**config.mk**
```make
export PLATFORM = sky130hd
export DESIGN_NAME = weight_port_arbiter
export DESIGN_NICKNAME = d
export VERILOG_FILES = /design/src/rtl/weight_port_arbiter.sv
export SDC_FILE = /design/constraint.sdc
export NUM_CORES = 1
export LEC_CHECK = 0
export CELL_PAD_IN_SITES_DETAIL_PLACEMENT = 1
export CELL_PAD_IN_SITES_GLOBAL_PLACEMENT = 2
export CORE_AREA = 2 2 156 158
export DETAILED_ROUTE_END_ITERATION = 8
export DIE_AREA = 0 0 158 160
export DONT_BUFFER_PORTS = 1
export HOLD_SLACK_MARGIN = 0.15
export PLACE_DENSITY_LB_ADDON = 0.25
export SYNTH_ARGS = -nofsm -noshare
export SYNTH_HDL_FRONTEND = slang
export SYNTH_SLANG_ARGS = --single-unit
```
**constraint.sdc**
```tcl
create_clock -name CLK -period 3.4 [get_ports CLK]
set_clock_uncertainty 0.1 [all_clocks]
set_input_delay 0.17 -clock CLK [delete_from_list [all_inputs] [get_ports CLK]]
set_output_delay 0.17 -clock CLK [all_outputs]
set_load 0.02 [all_outputs]
```
**src/rtl/weight_port_arbiter.sv**
```systemverilog
`timescale 1ns/1ps
// -----------------------------------------------------------------------------
// weight_port_arbiter
//
// Shares the single weight-memory read port among NUM_REQ layer schedulers.
// Requesters are granted round-robin. The arbiter then launches one burst on
// the memory reader and steers the returning beats and the done pulse back to
// the owner with no added latency.
//
// Ports
//   CLK, RESET            clock (rising edge), asynchronous active-low reset
//   req_in    [N]         per-requester burst request, held until granted
//   base_in   [N*ADDR_W]  per-requester burst base address
//   count_in  [N*CNT_W]   per-requester burst length in beats
//   grant_out [N]         one-cycle one-hot grant pulse
//   valid_out [N]         beat valid steered to the owner (combinational)
//   data_out  [DATA_W]    beat data, broadcast from mem_data
//   done_out  [N]         burst-complete pulse to the owner
//   mem_ready             reader idle, may accept mem_start
//   mem_start             one-cycle burst launch to the reader
//   mem_base / mem_count  latched burst base and length
//   mem_valid/data/done   beat stream and completion from the reader
//   busy                  burst in progress
//   owner_id              index of the current or last owner
//   err                   sticky protocol error
// -----------------------------------------------------------------------------
module weight_port_arbiter #(
  parameter int NUM_REQ = 3,
  parameter int ADDR_W  = 19,
  parameter int CNT_W   = 11,
  parameter int DATA_W  = 128,
  localparam int ID_W   = (NUM_REQ > 1) ? $clog2(NUM_REQ) : 1
) (
  input  logic                      CLK,
  input  logic                      RESET,
  input  logic [NUM_REQ-1:0]        req_in,
  input  logic [NUM_REQ*ADDR_W-1:0] base_in,
  input  logic [NUM_REQ*CNT_W-1:0]  count_in,
  output logic [NUM_REQ-1:0]        grant_out,
  output logic [NUM_REQ-1:0]        valid_out,
  output logic [DATA_W-1:0]         data_out,
  output logic [NUM_REQ-1:0]        done_out,
  input  logic                      mem_ready,
  output logic                      mem_start,
  output logic [ADDR_W-1:0]         mem_base,
  output logic [CNT_W-1:0]          mem_count,
  input  logic                      mem_valid,
  input  logic [DATA_W-1:0]         mem_data,
  input  logic                      mem_done,
  output logic                      busy,
  output logic [ID_W-1:0]           owner_id,
  output logic                      err
);

  typedef enum logic [1:0] {S_IDLE, S_ISSUE, S_STREAM, S_ZERO} state_t;

  state_t            state, state_nxt;
  logic [ID_W-1:0]   rr_ptr;
  logic [ID_W-1:0]   win_id;
  logic              win_found;
  logic [CNT_W-1:0]  win_count;
  logic [CNT_W-1:0]  beat_cnt;
  logic [ID_W-1:0]   next_rr;
  logic              zero_done;
  logic              launch;
  logic              in_stream;
  logic              err_event;

  // Round-robin search: first requester at or after rr_ptr, wrapping.
  always_comb begin
    // NOTE: every variable gets a default before any branch, so no latch is inferred.
    int idx;
    idx       = 0;
    win_found = 1'b0;
    win_id    = '0;
    for (int i = 0; i < NUM_REQ; i++) begin
      idx = int'(rr_ptr) + i;
      if (idx >= NUM_REQ) idx = idx - NUM_REQ;
      if (!win_found && req_in[idx]) begin
        win_found = 1'b1;
        win_id    = ID_W'(idx);
      end
    end
  end

  assign win_count = count_in[win_id*CNT_W +: CNT_W];
  assign launch    = (state == S_IDLE) && mem_ready && win_found;
  assign in_stream = (state == S_STREAM);
  assign next_rr   = (owner_id == ID_W'(NUM_REQ - 1)) ? '0 : owner_id + 1'b1;
  assign busy      = (state != S_IDLE);
  assign data_out  = mem_data;

  // Next-state logic
  always_comb begin
    state_nxt = state;
    case (state)
      S_IDLE:   if (launch) state_nxt = (win_count == '0) ? S_ZERO : S_ISSUE;
      S_ISSUE:  state_nxt = S_STREAM;
      S_STREAM: if (mem_done) state_nxt = S_IDLE;
      S_ZERO:   state_nxt = S_IDLE;
      default:  state_nxt = S_IDLE;
    endcase
  end

  // Zero-latency steering. Stray beats/dones outside S_STREAM go nowhere.
  always_comb begin
    valid_out = '0;
    done_out  = '0;
    for (int k = 0; k < NUM_REQ; k++) begin
      if (owner_id == ID_W'(k)) begin
        valid_out[k] = in_stream & mem_valid;
        done_out[k]  = (in_stream & mem_done) | zero_done;
      end
    end
  end

  // Protocol checks; a done must land exactly on the last beat count,
  // counting a beat that arrives in the same cycle.
  always_comb begin
    err_event = 1'b0;
    if (!in_stream && (mem_valid || mem_done)) err_event = 1'b1;
    if (in_stream && mem_valid && (beat_cnt >= mem_count)) err_event = 1'b1;
    if (in_stream && mem_done &&
        (({1'b0, beat_cnt} + (CNT_W+1)'(mem_valid)) != {1'b0, mem_count}))
      err_event = 1'b1;
  end

  always_ff @(posedge CLK or negedge RESET) begin
    if (!RESET) begin
      state     <= S_IDLE;
      rr_ptr    <= '0;
      owner_id  <= '0;
      grant_out <= '0;
      mem_start <= 1'b0;
      mem_base  <= '0;
      mem_count <= '0;
      beat_cnt  <= '0;
      zero_done <= 1'b0;
      err       <= 1'b0;
    end else begin
      // NOTE: state registers use non-blocking assignments so every flop samples pre-edge values.
      state     <= state_nxt;
      grant_out <= '0;
      mem_start <= (state == S_ISSUE);
      zero_done <= (state == S_ZERO);

      if (launch) begin
        grant_out <= NUM_REQ'(1) << win_id;
        mem_base  <= base_in[win_id*ADDR_W +: ADDR_W];
        mem_count <= win_count;
        owner_id  <= win_id;
        beat_cnt  <= '0;
      end

      // Saturating beat counter
      if (in_stream && mem_valid && (beat_cnt != '1))
        beat_cnt <= beat_cnt + 1'b1;

      if ((in_stream && mem_done) || (state == S_ZERO))
        rr_ptr <= next_rr;

      if (err_event)
        err <= 1'b1;
    end
  end

endmodule
```
Word level (Yosys, flattened, before mapping)
Cells that the tools add are included.
{"block": "classes", "n_addsub": 8, "mul": 2, "div_mod_pow": 0, "magnitude_cmp": 7, "n_eq_ne": 9, "shift": 3, "n_mux": 35, "n_bitwise": 3, "reduce_logical": 21}
{"operator": "$lt 32x4->1 const B", "count": 3}
{"operator": "$mux 32", "count": 3}
{"operator": "$shiftx 57x8->19", "count": 1}
{"operator": "$shiftx 33x7->11", "count": 1}
{"operator": "$mux 11", "count": 2}
{"operator": "$mux 1", "count": 18}
{"operator": "$mux 2", "count": 7}
{"operator": "$add 11x1->12", "count": 1}
{"operator": "$ne 12x11->1", "count": 1}
{"operator": "$add 11x1->11 const B", "count": 1}
{"operator": "$ge 11x11->1", "count": 1}
{"operator": "$logic_not 11->1", "count": 1}
{"operator": "$ne 11x11->1 const B", "count": 1}
{"operator": "$logic_and 1x1->1", "count": 10}
{"operator": "$pmux 2 s4", "count": 1}
{"operator": "$sub 3x2->4 const B", "count": 2}
{"operator": "$mul 2x5->7 const B", "count": 1}
{"operator": "$bmux 1 s2", "count": 3}
{"operator": "$eq 2x2->1 const B", "count": 3}
{"operator": "$ge 3x2->1 const B", "count": 2}
{"operator": "$mul 2x4->6 const B", "count": 1}
{"operator": "$eq 2x1->1 const B", "count": 2}
{"operator": "$logic_not 2->1", "count": 2}
{"operator": "$ne 2x2->1 const B", "count": 2}
{"operator": "13 further kinds", "count": 18}
{"block": "word_totals", "ff_bits": 53, "latchBits": 0, "mem_bits_rw": 0, "mem_bits_ro": 0, "inputBits": 226, "output_inout_bits": 172, "elab_cells": 98, "memories": 0}

Longest topological paths before layout
{"block": "logic_depth", "word_depth": 18, "depth_mapped": 12, "ltp_nobuf": 10}

Least setup slack after synthesis
No wires, ideal clock.
{"block": "synth_path", "path_type": "flip-flop to flip-flop", "from": "register rr_ptr[0]", "to": "register state[1]", "setup_ps": 92, "arrival_ps": 2515, "required_time_ps": 3208, "path_slack_ps": 693, "path_stages_with_launch": 12, "n_path_buf": 2, "period_less_slack_ps": 2707, "path_cell_list": "dfrtp_1 inv_1 ha_1 buf_6 and3b_1 o221ai_1 a2bb2oi_2 buf_6 mux2_1 mux2i_1 nand4_1 o31ai_2"}
{"block": "synth_between", "elab_chain_cells": 18, "word_cells_on_any_way": 39, "cone_classes": "add/sub (5); mul (1); order compare (3); eq/ne (1); shift (1); mux (21); reduce/logical (7)"}
{"item": "start: declaration", "line_no": "58", "rtl": "logic [ID_W-1:0] rr_ptr;"}
{"item": "start signal: assignment", "line_no": "160", "rtl": "rr_ptr <= next_rr;"}
{"item": "parallel branches: the longest is 18 deep, another holds $mul 2x4->6"}
{"item": "end signal: assignment", "line_no": "142", "rtl": "state <= state_nxt;"}
{"item": "end: declaration", "line_no": "57", "rtl": "state_t state, state_nxt;"}
Parallel ways; which one is timed is not known. The select of a mux whose other input is x is not followed.
A chain may end at the register's enable or synchronous reset.

Final worst setup path
{"block": "layout_path", "from": "register rr_ptr[0]", "to": "register mem_base[3]"}
{"block": "layout_between", "elab_chain_cells": 14, "word_cells_on_any_way": 33, "cone_classes": "add/sub (5); mul (1); order compare (3); shift (1); mux (18); reduce/logical (5)"}
{"item": "parallel branches: the longest is 14 deep, another holds $mul 2x5->7"}
{"item": "end signal: assignment", "line_no": "149", "rtl": "mem_base <= base_in[win_id*ADDR_W +: ADDR_W];"}
{"item": "end: declaration", "line_no": "45", "rtl": "output logic [ADDR_W-1:0] mem_base,"}
Parallel ways; which one is timed is not known. The select of a mux whose other input is x is not followed.

==> results.json <==
{
  "drt-pass1-iter-count": 4,
  "clk_pin_slew_ns": 0.08,
  "required_ns": 3.48,
  "synth_area_um2": 4631,
  "cts-root-buf": "clkbuf_16",
  "grt_setup_unrepaired": "no",
  "post_drt_via_cell_ratio": 4.393,
  "synth_cell_types": 61,
  "end_kind": "register",
  "intPower_w": 0.002150,
  "peakVddDrop_mv": 0.3103,
  "p_clk_share_pct": 13.5,
  "ys.flop_type": "dfrtp_1",
  "power.leakage_nw": 2.144,
  "drv_cap": 0,
  "synth-edff-count": 0,
  "yosysTopAreaCell": "dfrtp_1",
  "setup_ws_ns": 0.2642,
  "p_per_area_nw_per_um2": 826.8,
  "antenna_cells": 0,
  "clk_path_buf_depth": 2,
  "p_sw_share_pct": 48.51,
  "fin_cells": 817,
  "cts_tree": "yes",
  "grt_pass1_wl_mm": 24.19,
  "ctsHtreeMaxLevel": 2,
  "criticalPathCategory": "reg -> reg",
  "dieArea_um2": 25280,
  "synthTopCellsByArea": "dfrtp_1 29%, buf_4 21%, mux2i_1 6.9%",
  "arrival_ns": 3.21,
  "ys_ff_latch": 53,
  "finalHoldViolations": 0,
  "die_y_um": 160,
  "pre_cts_ws_ns": 0.07830,
  "r2r_cells": 12,
  "crit_fanout": 9,
  "placedCellCount": 728,
  "dp_hpwl_mm": 12.06,
  "fp-row-count": 57,
  "clk_latency_ns": 0.30,
  "remaining_drc_errors": 0,
  "cts_sinks": 53,
  "finish.instance_area_um2": 5050,
  "start_kind": "register",
  "placed_area_um2": 4061,
  "holdPathStages": 3,
  "cts_buffers": 5,
  "drtAntennaViolNets": 0,
  "routedWlPerCell_um": 19.45,
  "synth_nets": 786,
  "avgSynthCellArea_um2": 8.544,
  "synth_warnings": 0,
  "switchingPower_w": 0.002025,
  "coreArea_um2": 23820,
  "area_growth_pct": 9.052,
  "comb_power_share_pct": 54.1,
  "yosysSeqAreaShare_pct": 28.64,
  "drv_slew": 0,
  "period_share_pct": 92.23,
  "status": "complete, no violations",
  "finalCriticalPeriod_ns": 3.136,
  "tightest_slew_ns": 0.6452,
  "grt_start_max_net_pins": 56,
  "die_x_um": 158,
  "syn_inst": 542,
  "seqPwrFrac_pct": 32.4,
  "grtUsageTotal_pct": 12.60,
  "slew_headroom_pct": 56.66,
  "start_util_pct": 19.44,
  "io_pins": 398,
  "totalWireLength_mm": 15.89,
  "drt-initial-drc-count": 110,
  "async_reset_ff_share_pct": 100.0,
  "max_freq_mhz": 318.9,
  "setup-tns-final_ns": 0,
  "gp_congestion": 0.7843,
  "antenna_found_initial": 2,
  "route.vias.total": 3589,
  "grt_pass1_vias": 4029,
  "port_buffers": 0,
  "fin_nets": 736,
  "setup_viol": 0,
  "p_total_w": 0.004175,
  "hold_path_class": "in -> reg",
  "gr-total-overflow": 0,
  "synth_top_area_share_pct": 28.64,
  "layout-drive-gt1-share_pct": 7.911
}
[per-layer routing]
layer | GRT usage (%) | routed length [µm] | share of wire, % | vias up
met1 | 14.70 | 6396 | 40 | 1716
met3 | 3.935 | 1186 | 7.5 | 60
li1 | - | - | - | 1635
met4 | 4.668 | 460 | 2.9 | 4
met2 | 21.52 | 7814 | 49 | 174
met5 | 0 | 33 | 0.21 | -
[power by group through the flow]
stage          clock network, W  registers [W]  logic, W
2_1_floorplan                 0        0.00128   0.00177
3_3_place_gp                  0        0.00138   0.00203
3_5_place_dp                  0        0.00138   0.00208
4_1_cts                0.000600        0.00137   0.00223
5_1_grt                0.000620        0.00140   0.00252
6_report               0.000565        0.00135   0.00226
[worst paths after layout]
check	start	to	slack (ns)
max reg2reg	rr_ptr[0]$_DFFE_PN0P_	mem_base[3]$_DFFE_PN0P_	0.26
min	count_in[11]	mem_count[0]$_DFFE_PN0P_	0.15
min in group asynchronous	RESET	mem_base[15]$_DFFE_PN0P_	0.32
max	rr_ptr[0]$_DFFE_PN0P_	mem_base[3]$_DFFE_PN0P_	0.26
max in group asynchronous	RESET	state[0]$_DFFE_PN0P_	2.63
min reg2reg	rr_ptr[0]$_DFFE_PN0P_	rr_ptr[0]$_DFFE_PN0P_	0.46
[repair_timing]
action	4_1_cts	5_1_grt
hold buffers	79	0
setup endpoints to repair	0	19
gates resized for setup	0	0
hold endpoints to repair	89	0
setup buffers	0	2
[cell families (layout without fill, tap and decap cells)]
family,Yosys count,in the layout,synth area share (%)
DFF,53,53,28.64
and+or+nand+nor,131,131,13.13
muxes,45,45,10.13
AOI/OAI and AO/OA,113,113,15.37
buffers and inverters,168,119,25.21
xor gates and xnor gates,14,14,2.648
adders and majority gates,18,18,4.864
[registers in the layout (all words and copies together), names as in the netlist]
register	flops
rr_ptr	2
zero_done	1
mem_count	11
mem_base	19
err	1
beat_cnt	11
owner_id	2
grant_out	3
state	2
mem_start	1
[per-stage QoR]
stage,hold slack [ns],utilization (%)
after floorplan,-0.2256,-
after global placement,-0.2205,17.05
after global routing,0.1790,21.20
final,0.1537,21.20
after detailed placement,-0.2208,17.05
after CTS,0.1521,21.08
[cells in the mapped netlist (7+ instances only)]
master / n
buf_4: 130
dfrtp_1: 53
nand2_1: 46
nor2_1: 39
mux2i_1: 32
o21ai_1: 29
a21oi_1: 27
ha_1: 18
inv_1: 16
o21ai_0: 16
buf_2: 9
xor2_1: 8
mux2_1: 7
nand3_1: 7
[critical path: stages (launching register included)]
cell,delay [ns]
dfrtp_1,0.41
inv_1,0.09
ha_1,0.34
nand3b_1,0.28
o221ai_1,0.38
a2bb2oi_4,0.18
buf_12,0.15
buf_4,0.12
mux2i_1,0.17
nor2_1,0.06
a21oi_1,0.10
dlygate4sd3_1,0.56
o21ai_1,0.05
[area by class of cell]
cell class | count | area (µm²)
clock buffers | 6 | 138.9
clock inverters | 2 | 13.76
flip-flops and latches | 53 | 1326
fillers | 2812 | 18770
repair buffers | 94 | 945.9
inverters | 17 | 63.81
multi-input cells | 321 | 2156
well taps | 324 | 405.4
[cell usage in the layout, fill, tap and decap left out, drive strengths merged, types with 2 or more instances in the layout]
master / count
nor3: 6
o41ai: 2
o221ai: 3
o311ai: 2
and2: 2
o21a: 5
nor2b: 6
a31oi: 2
a211oi: 3
or2: 2
ha: 18
xnor2: 6
o21ai: 45
xor2: 8
mux2i: 33
nor2: 40
nor3b: 2
mux2: 12
a21o: 4
nand2: 46
and3: 2
a21oi: 27
o31ai: 4
nand3b: 2
dfrtp: 53
clkinv: 2
buf: 16
dlygate4sd3: 78
o211ai: 4
o2111ai: 2
nand4: 6
inv: 17
nand3: 8
clkbuf: 6
nand2b: 4
Power figures use the tool's default switching activity.
